`src/rtl/z_frame_collect_pkg.sv`:
```
// Shared types for the z_ing frame path: the beat word, the collector FSM
// states and the frame depth agreed with the downstream packed-struct stage.
package test_package;

  typedef struct packed {
    logic [3:0] op;
  } z_ing;

  typedef enum logic [1:0] {FILL, DRAIN, HOLD} zfc_state_e;

  localparam int ZFC_DEPTH = 9;

endpackage

```
`src/rtl/data_inf_c.sv`:
```
// Streaming beat interface: data/last qualified by valid, flow-controlled by ready.
// A beat transfers on a rising edge where valid && ready; the sender holds
// data/last stable while valid is high and ready is low.
interface data_inf_c #(
  parameter int DSIZE = 8
) ();

  logic [DSIZE-1:0] data;
  logic             valid;
  logic             ready;
  logic             last;

  modport master (output data, output valid, output last, input ready);
  modport slaver (input data, input valid, input last, output ready);

endinterface

```
`src/rtl/z_frame_collect.sv`:
```
// Collects a last-delimited stream of z_ing beats into a DEPTH-entry frame
// array and presents it behind a frame_vld/frame_rdy handshake.
module z_frame_collect
  import test_package::*;
#(
  parameter int DEPTH = ZFC_DEPTH,
  parameter int LEN_W = 10
) (
  input  logic                 clock,
  input  logic                 rst,
  data_inf_c.slaver            s_inf,
  output z_ing [DEPTH-1:0]     struct_z_l,
  output z_ing                 struct_z,
  output logic                 frame_vld,
  input  logic                 frame_rdy,
  output logic [LEN_W-1:0]     frame_len,
  output logic                 ovf,
  output logic                 short,
  output zfc_state_e           state_dbg
);

  localparam int               PTR_W    = $clog2(DEPTH);
  localparam logic [PTR_W-1:0] LAST_PTR = PTR_W'(DEPTH - 1);
  localparam logic [LEN_W-1:0] LEN_MAX  = '1;

  zfc_state_e       state;
  zfc_state_e       state_next;
  logic [PTR_W-1:0] wptr;
  logic             accept;
  logic             fill_to_drain;
  logic             fill_to_hold;
  logic             release_frame;
  z_ing             din;

  // ready is a pure state decode, so the frame cannot change while it is held.
  assign s_inf.ready = (state != HOLD);
  assign accept      = s_inf.valid && s_inf.ready;
  assign din         = z_ing'(s_inf.data);
  assign state_dbg   = state;

  always_comb begin
    state_next    = state;
    fill_to_drain = 1'b0;
    fill_to_hold  = 1'b0;
    release_frame = 1'b0;
    case (state)
      FILL: begin
        if (accept && s_inf.last) begin
          fill_to_hold = 1'b1;
          state_next   = HOLD;
        end else if (accept && (wptr == LAST_PTR)) begin
          fill_to_drain = 1'b1;
          state_next    = DRAIN;
        end
      end
      DRAIN: begin
        if (accept && s_inf.last) state_next = HOLD;
      end
      HOLD: begin
        if (frame_vld && frame_rdy) begin
          release_frame = 1'b1;
          state_next    = FILL;
        end
      end
      default: state_next = FILL;
    endcase
  end

  always_ff @(posedge clock) begin
    if (rst) begin
      state      <= FILL;
      frame_vld  <= 1'b0;
      wptr       <= '0;
      struct_z_l <= '0;
      struct_z   <= '0;
      frame_len  <= '0;
      ovf        <= 1'b0;
      short      <= 1'b0;
    end else begin
      state     <= state_next;
      frame_vld <= (state_next == HOLD);
      if (release_frame) begin
        wptr       <= '0;
        struct_z_l <= '0;
        struct_z   <= '0;
        frame_len  <= '0;
        ovf        <= 1'b0;
        short      <= 1'b0;
      end else begin
        if (accept && (frame_len != LEN_MAX)) frame_len <= frame_len + 1'b1;
        // Beats past the array end only extend frame_len; wptr parks on the last entry.
        if (accept && (state == FILL)) begin
          struct_z_l[wptr] <= din;
          struct_z         <= din;
          if (wptr != LAST_PTR) wptr <= wptr + 1'b1;
        end
        if (fill_to_drain) ovf <= 1'b1;
        if (fill_to_hold && (wptr != LAST_PTR)) short <= 1'b1;
      end
    end
  end

endmodule

```
`src/flat_wrapper.sv`:
```
// flat-port wrapper written by rule: the top's interface ports become plain ports
module z_frame_collect_flat import test_package::*;
#(
  parameter int DEPTH = ZFC_DEPTH,
  parameter int LEN_W = 10
)
  (clock, rst, struct_z_l, struct_z, frame_vld, frame_rdy, frame_len, ovf, short, state_dbg, s_inf_data, s_inf_valid, s_inf_last, s_inf_ready);
  data_inf_c #(.DSIZE($bits(z_ing))) s_inf_i ();
  input  logic clock;
  input  logic rst;
  output z_ing [DEPTH-1:0] struct_z_l;
  output z_ing struct_z;
  output logic frame_vld;
  input  logic frame_rdy;
  output logic [LEN_W-1:0] frame_len;
  output logic ovf;
  output logic short;
  output zfc_state_e state_dbg;
  input wire logic [$bits(s_inf_i.data)-1:0] s_inf_data;
  input wire logic [$bits(s_inf_i.valid)-1:0] s_inf_valid;
  input wire logic [$bits(s_inf_i.last)-1:0] s_inf_last;
  output wire logic [$bits(s_inf_i.ready)-1:0] s_inf_ready;
  assign s_inf_i.data = s_inf_data;
  assign s_inf_i.valid = s_inf_valid;
  assign s_inf_i.last = s_inf_last;
  assign s_inf_ready = s_inf_i.ready;
  z_frame_collect #(.DEPTH(DEPTH), .LEN_W(LEN_W)) u_core (.clock(clock), .rst(rst), .s_inf(s_inf_i), .struct_z_l(struct_z_l), .struct_z(struct_z), .frame_vld(frame_vld), .frame_rdy(frame_rdy), .frame_len(frame_len), .ovf(ovf), .short(short), .state_dbg(state_dbg));
endmodule
```
`config.mk`:
```
export PLATFORM = sky130hd
export DESIGN_NAME = z_frame_collect_flat
export DESIGN_NICKNAME = d
export VERILOG_FILES = /design/src/rtl/z_frame_collect_pkg.sv /design/src/rtl/data_inf_c.sv /design/src/rtl/z_frame_collect.sv /design/src/flat_wrapper.sv
export SDC_FILE = /design/constraint.sdc
export NUM_CORES = 1
export LEC_CHECK = 0
export BUFFER_PORTS_ARGS = -buffer_cell sky130_fd_sc_hd__buf_4
export CORE_AREA = 2 2 92 94
export CTS_CLUSTER_SIZE = 20
export DETAILED_ROUTE_END_ITERATION = 16
export DIE_AREA = 0 0 94 96
export GPL_TIMING_DRIVEN = 0
export PLACE_DENSITY = 0.51
export SYNTH_ARGS = -nofsm -noshare
export SYNTH_HDL_FRONTEND = slang
export SYNTH_SLANG_ARGS = --single-unit
```
`constraint.sdc`:
```
create_clock -name clock -period 4.25 [get_ports clock]
set_input_delay 0.2125 -clock clock [delete_from_list [all_inputs] [get_ports clock]]
set_output_delay 0.2125 -clock clock [all_outputs]
set_load 0.02 [all_outputs]
```
==> results.rst <==
.. list-table::
   :header-rows: 1

   * - Metric
     - Value
   * - Layout cell share with drive strength beyond 1
     - 0.280
   * - Run status
     - finished clean
   * - Largest stage delay, worst path
     - 0.43 ns
   * - Worst hold margin
     - 0.0759 ns
   * - Number of failing setup endpoints in the final timing report
     - 0
   * - Internal power contribution
     - 0.918 mW
   * - Required arrival time at the worst endpoint
     - 4.49 ns
   * - Post-synth ARST share
     - 0
   * - Setup slack of the worst register-to-register path
     - 2.54 ns
   * - Number of rows created at floorplan
     - 33
   * - Clk buf depth
     - 2
   * - RSZ-0062 raised after global routing
     - no
   * - Largest cells by area after synthesis
     - dfxtp_1 50%, mux2i_1 11%, nor2_1 6.0%
   * - Reg-to-reg startpoint
     - u_core.wptr[0]$_SDFFE_PP0P_
   * - Per-instance average area after synthesis
     - 9.75 um2
   * - Estimated wirelength of the detail-placed design
     - 4160 um
   * - Number of flops mapped to enable cells by yosys
     - 0
   * - Arrival time reported for the critical path endpoint
     - 1.95 ns
   * - Overall via count from detail_route
     - 1,985
   * - Transition time at the pin with the least slew margin
     - 0.634 ns
   * - CTS buffer count
     - 9
   * - Startpoint-to-endpoint class of the critical path
     - flip-flop to flip-flop
   * - Clock skew after layout
     - 0.0103 ns
   * - Static Leak
     - 1.46 nW
   * - Number of antenna violations at the first check in global routing
     - 0
   * - Post-layout net count
     - 331
   * - Final worst path period need
     - 1.71 ns
   * - Sequential share of power
     - 0.480
   * - Instance count of the mapped netlist
     - 243
   * - Detailed-route vias per instance
     - 4.66
   * - Maximum fanout along the worst path
     - 5
   * - H-tree levels
     - 3
   * - Number of global-route vias before repair
     - 1,883
   * - Number of diodes added for antenna fixing
     - 0
   * - List of cells traversed by the critical path
     - inv_1, ha_1, and3b_1, and2b_1, a21oi_1, a311oi_1
   * - CP endpoint kind
     - flip-flop
   * - Clock transition at path regs
     - 0.06 ns
   * - Combinational cell fraction of total power
     - 0.101
   * - Worst hold start
     - rst
   * - Sequential area share after synthesis
     - 0.499
   * - Final hold vios
     - 0
   * - Mean routed wirelength per cell
     - 13.3 um
   * - Detailed-route DRC error count
     - 0
   * - Sum of overflow across all layers after global routing
     - 0
   * - Cell type with the largest total area after synthesis
     - dfxtp_1
   * - Synthesis-stage register bit count
     - 59
   * - Number of post-CTS setup repair buffers
     - 0
   * - Initial core utilization
     - 0.294
   * - Clock sink total
     - 59
   * - Sink of the worst hold path
     - u_core.frame_vld$_SDFF_PP0_
   * - Initial detailed-routing violation count
     - 42
   * - Post-Place Cell Area
     - 2970 um2
   * - Worst rel slew slack
     - 0.574
   * - Hold Path Class
     - input port to flip-flop
   * - Maximum number of pins on one net before global-route repair
     - 11
   * - TritonCTS clock tree
     - yes
   * - Yosys top cell area share
     - 0.499
   * - Y dimension of the die
     - 96 um
   * - Synth Warn #
     - 0
   * - Clock latency on the worst-skew pair
     - 0.33 ns
   * - Post-synth cell types
     - 41
   * - Number of cells traversed by the worst hold path
     - 2
   * - Clock Root Buffer
     - clkbuf_8
   * - Total Routing Usage GR
     - 0.136
   * - Crit start category
     - flip-flop
   * - P_sw
     - 0.293 mW
   * - Clock network fraction of total power
     - 0.419
   * - Post-DRT Antenna Nets
     - 0
   * - Reported max-cap violation count
     - 0
   * - Worst slack at placement
     - 2.52 ns
   * - Pins Over Slew Limit
     - 0
   * - Total buffers and inverters traversed by the critical path
     - 1
   * - Drt first pass iters
     - 4
   * - Crit path setup slack, layout
     - 2.54 ns
   * - Worst vdd ir
     - 0.148 mV
   * - Post-synth net total
     - 257
   * - DIE WIDTH
     - 94 um
   * - Total non-filler cell area in the finished layout
     - 3170 um2
   * - Number of buffer cells added on primary ports
     - 63
   * - Final RePlAce weighted congestion
     - 0.738
   * - Net switching fraction of the power
     - 0.242
   * - RR Endpoint
     - u_core.wptr[2]$_SDFFE_PP0P_
   * - Final clock period utilization by the worst path
     - 0.403
   * - Family with the most delay on the worst path
     - simple AND/OR/NAND/NOR gates
   * - Total die area
     - 9020 um2
   * - Post-Synthesis Cell Area
     - 2370 um2
   * - Ports placed on the boundary
     - 65
   * - Aggregate negative setup slack
     - 0 ns
   * - Area growth from synthesis to layout
     - 33.7%
   * - CTS hold repair buffers
     - 0
   * - Final routed wirelength across all metal layers
     - 5690 um
   * - Wire length of the first global-routing pass
     - 9320 um
   * - Slowest stage cell on the critical path
     - dfxtp_1
   * - Most used flip-flop cell after synthesis
     - dfxtp_1
   * - Max Clock Freq
     - 0.584 GHz
   * - Post_cts resized
     - 0
   * - Area of the core
     - 8050 um2
   * - Number of cells traversed by the worst register-to-register path
     - 6
   * - Power per cell area
     - 383 nW/um2
-- cell type report --
cell class / instances / area (um2)
Clock buffer: 13 / 159
Sequential cell: 59 / 1180
Tap cell: 105 / 131
Fill cell: 837 / 4880
Buffer: 11 / 60.1
Multi-Input combinational cell: 170 / 1120
Timing Repair Buffer: 63 / 473
Inverter: 3 / 11.3
Clock inverter: 2 / 35.0
-- cells by family after synthesis --
group	after synthesis	share of synthesized area
AOI/OAI and AO/OA	40	0.0977
xor gates and xnor gates	3	0.0111
adders and majority gates	5	0.0264
buffers and inverters	14	0.0301
DFF	59	0.499
muxes	26	0.110
and+or+nand+nor	96	0.226
-- registers in the layout, indices dropped and copies added (netlist names) --
register / flops
u_core.short: 1
u_core.frame_vld: 1
u_core.wptr: 4
u_core.frame_len: 10
u_core.ovf: 1
u_core.state_dbg: 2
u_core.struct_z_l: 36
u_core.struct_z: 4
-- Yosys cell counts, types with 2 or more instances --
library cell,n
a21oi_1,10
a31oi_1,2
buf_1,2
buf_2,3
buf_4,2
clkbuf_1,3
dfxtp_1,59
ha_1,5
inv_1,3
mux2i_1,26
nand2_1,8
nand3_1,24
nand4_1,3
nand4b_2,4
nor2_1,38
nor3_1,2
o21ai_0,20
o31ai_1,2
or3_1,3
or4_1,2
xor2_1,2
-- through the flow --
step           utilization  instances  power (mW)
2_1_floorplan            -        243       0.669
3_3_place_gp         0.369        411       0.717
3_5_place_dp         0.369        411       0.718
4_1_cts              0.393        426        1.23
5_1_grt              0.393        426        1.27
6_report             0.393        426        1.21
-- per-layer routing --
| metal | up-vias | wire, um | part of all wire | track usage |
|---|---|---|---|---|
| met3 | 8 | 323 | 0.057 | 0.0360 |
| met4 | 0 | 121 | 0.021 | 0.0797 |
| li1 | 1018 | - | - | - |
| met5 | - | 0 | 0 | 0 |
| met2 | 47 | 2630 | 0.46 | 0.211 |
| met1 | 912 | 2610 | 0.46 | 0.171 |
-- power groups by stage --
stage               Clock, mW  Sequential (mW)  Combinational, mW
CTS                     0.524            0.582              0.124
detailed placement          0            0.594              0.124
global placement            0            0.593              0.123
floorplan                   0            0.607             0.0617
global route            0.548            0.583              0.135
finish                  0.508            0.581              0.122
-- worst register-to-register path, cell delays in order (launching register included) --
cell and delay (ns):
dfxtp_1 0.43, inv_1 0.09, ha_1 0.25, and3b_1 0.22, and2b_1 0.30, a21oi_1 0.10
a311oi_1 0.23
-- worst max path at each step --
stage	end	slack, ns	start	cells past startpoint
2_1_floorplan	u_core.frame_len[8]$_SDFFE_PP0P_	2.55	u_core.state_dbg[0]$_SDFF_PP0_	5
3_3_place_gp	u_core.struct_z_l[34]$_SDFFE_PP0P_	2.52	u_core.state_dbg[1]$_SDFF_PP0_	5
3_5_place_dp	u_core.wptr[3]$_SDFFE_PP0P_	2.52	u_core.state_dbg[1]$_SDFF_PP0_	5
4_1_cts	u_core.short$_SDFFE_PP0P_	2.51	u_core.state_dbg[1]$_SDFF_PP0_	5
5_1_grt	u_core.struct_z_l[22]$_SDFFE_PP0P_	2.28	u_core.state_dbg[0]$_SDFF_PP0_	5
6_report	u_core.wptr[2]$_SDFFE_PP0P_	2.54	u_core.wptr[0]$_SDFFE_PP0P_	6
-- cell usage in the layout, fill, tap and decap left out, types with 2 or more instances in the layout --
cell / synthesis / layout
buf_4: 2 / 65
dfxtp_1: 59 / 59
nor2_1: 38 / 38
mux2i_1: 26 / 26
nand3_1: 24 / 24
o21ai_0: 20 / 20
clkbuf_8: 0 / 11
a21oi_1: 10 / 10
nand2_1: 8 / 8
clkbuf_1: 3 / 5
ha_1: 5 / 5
nand4b_2: 4 / 4
inv_1: 3 / 3
nand4_1: 3 / 3
buf_2: 3 / 3
or3_1: 3 / 3
nor3_1: 2 / 2
o31ai_1: 2 / 2
or4_1: 2 / 2
a31oi_1: 2 / 2
buf_1: 2 / 2
xor2_1: 2 / 2
Note: power is estimated with default switching activity, not from simulation.
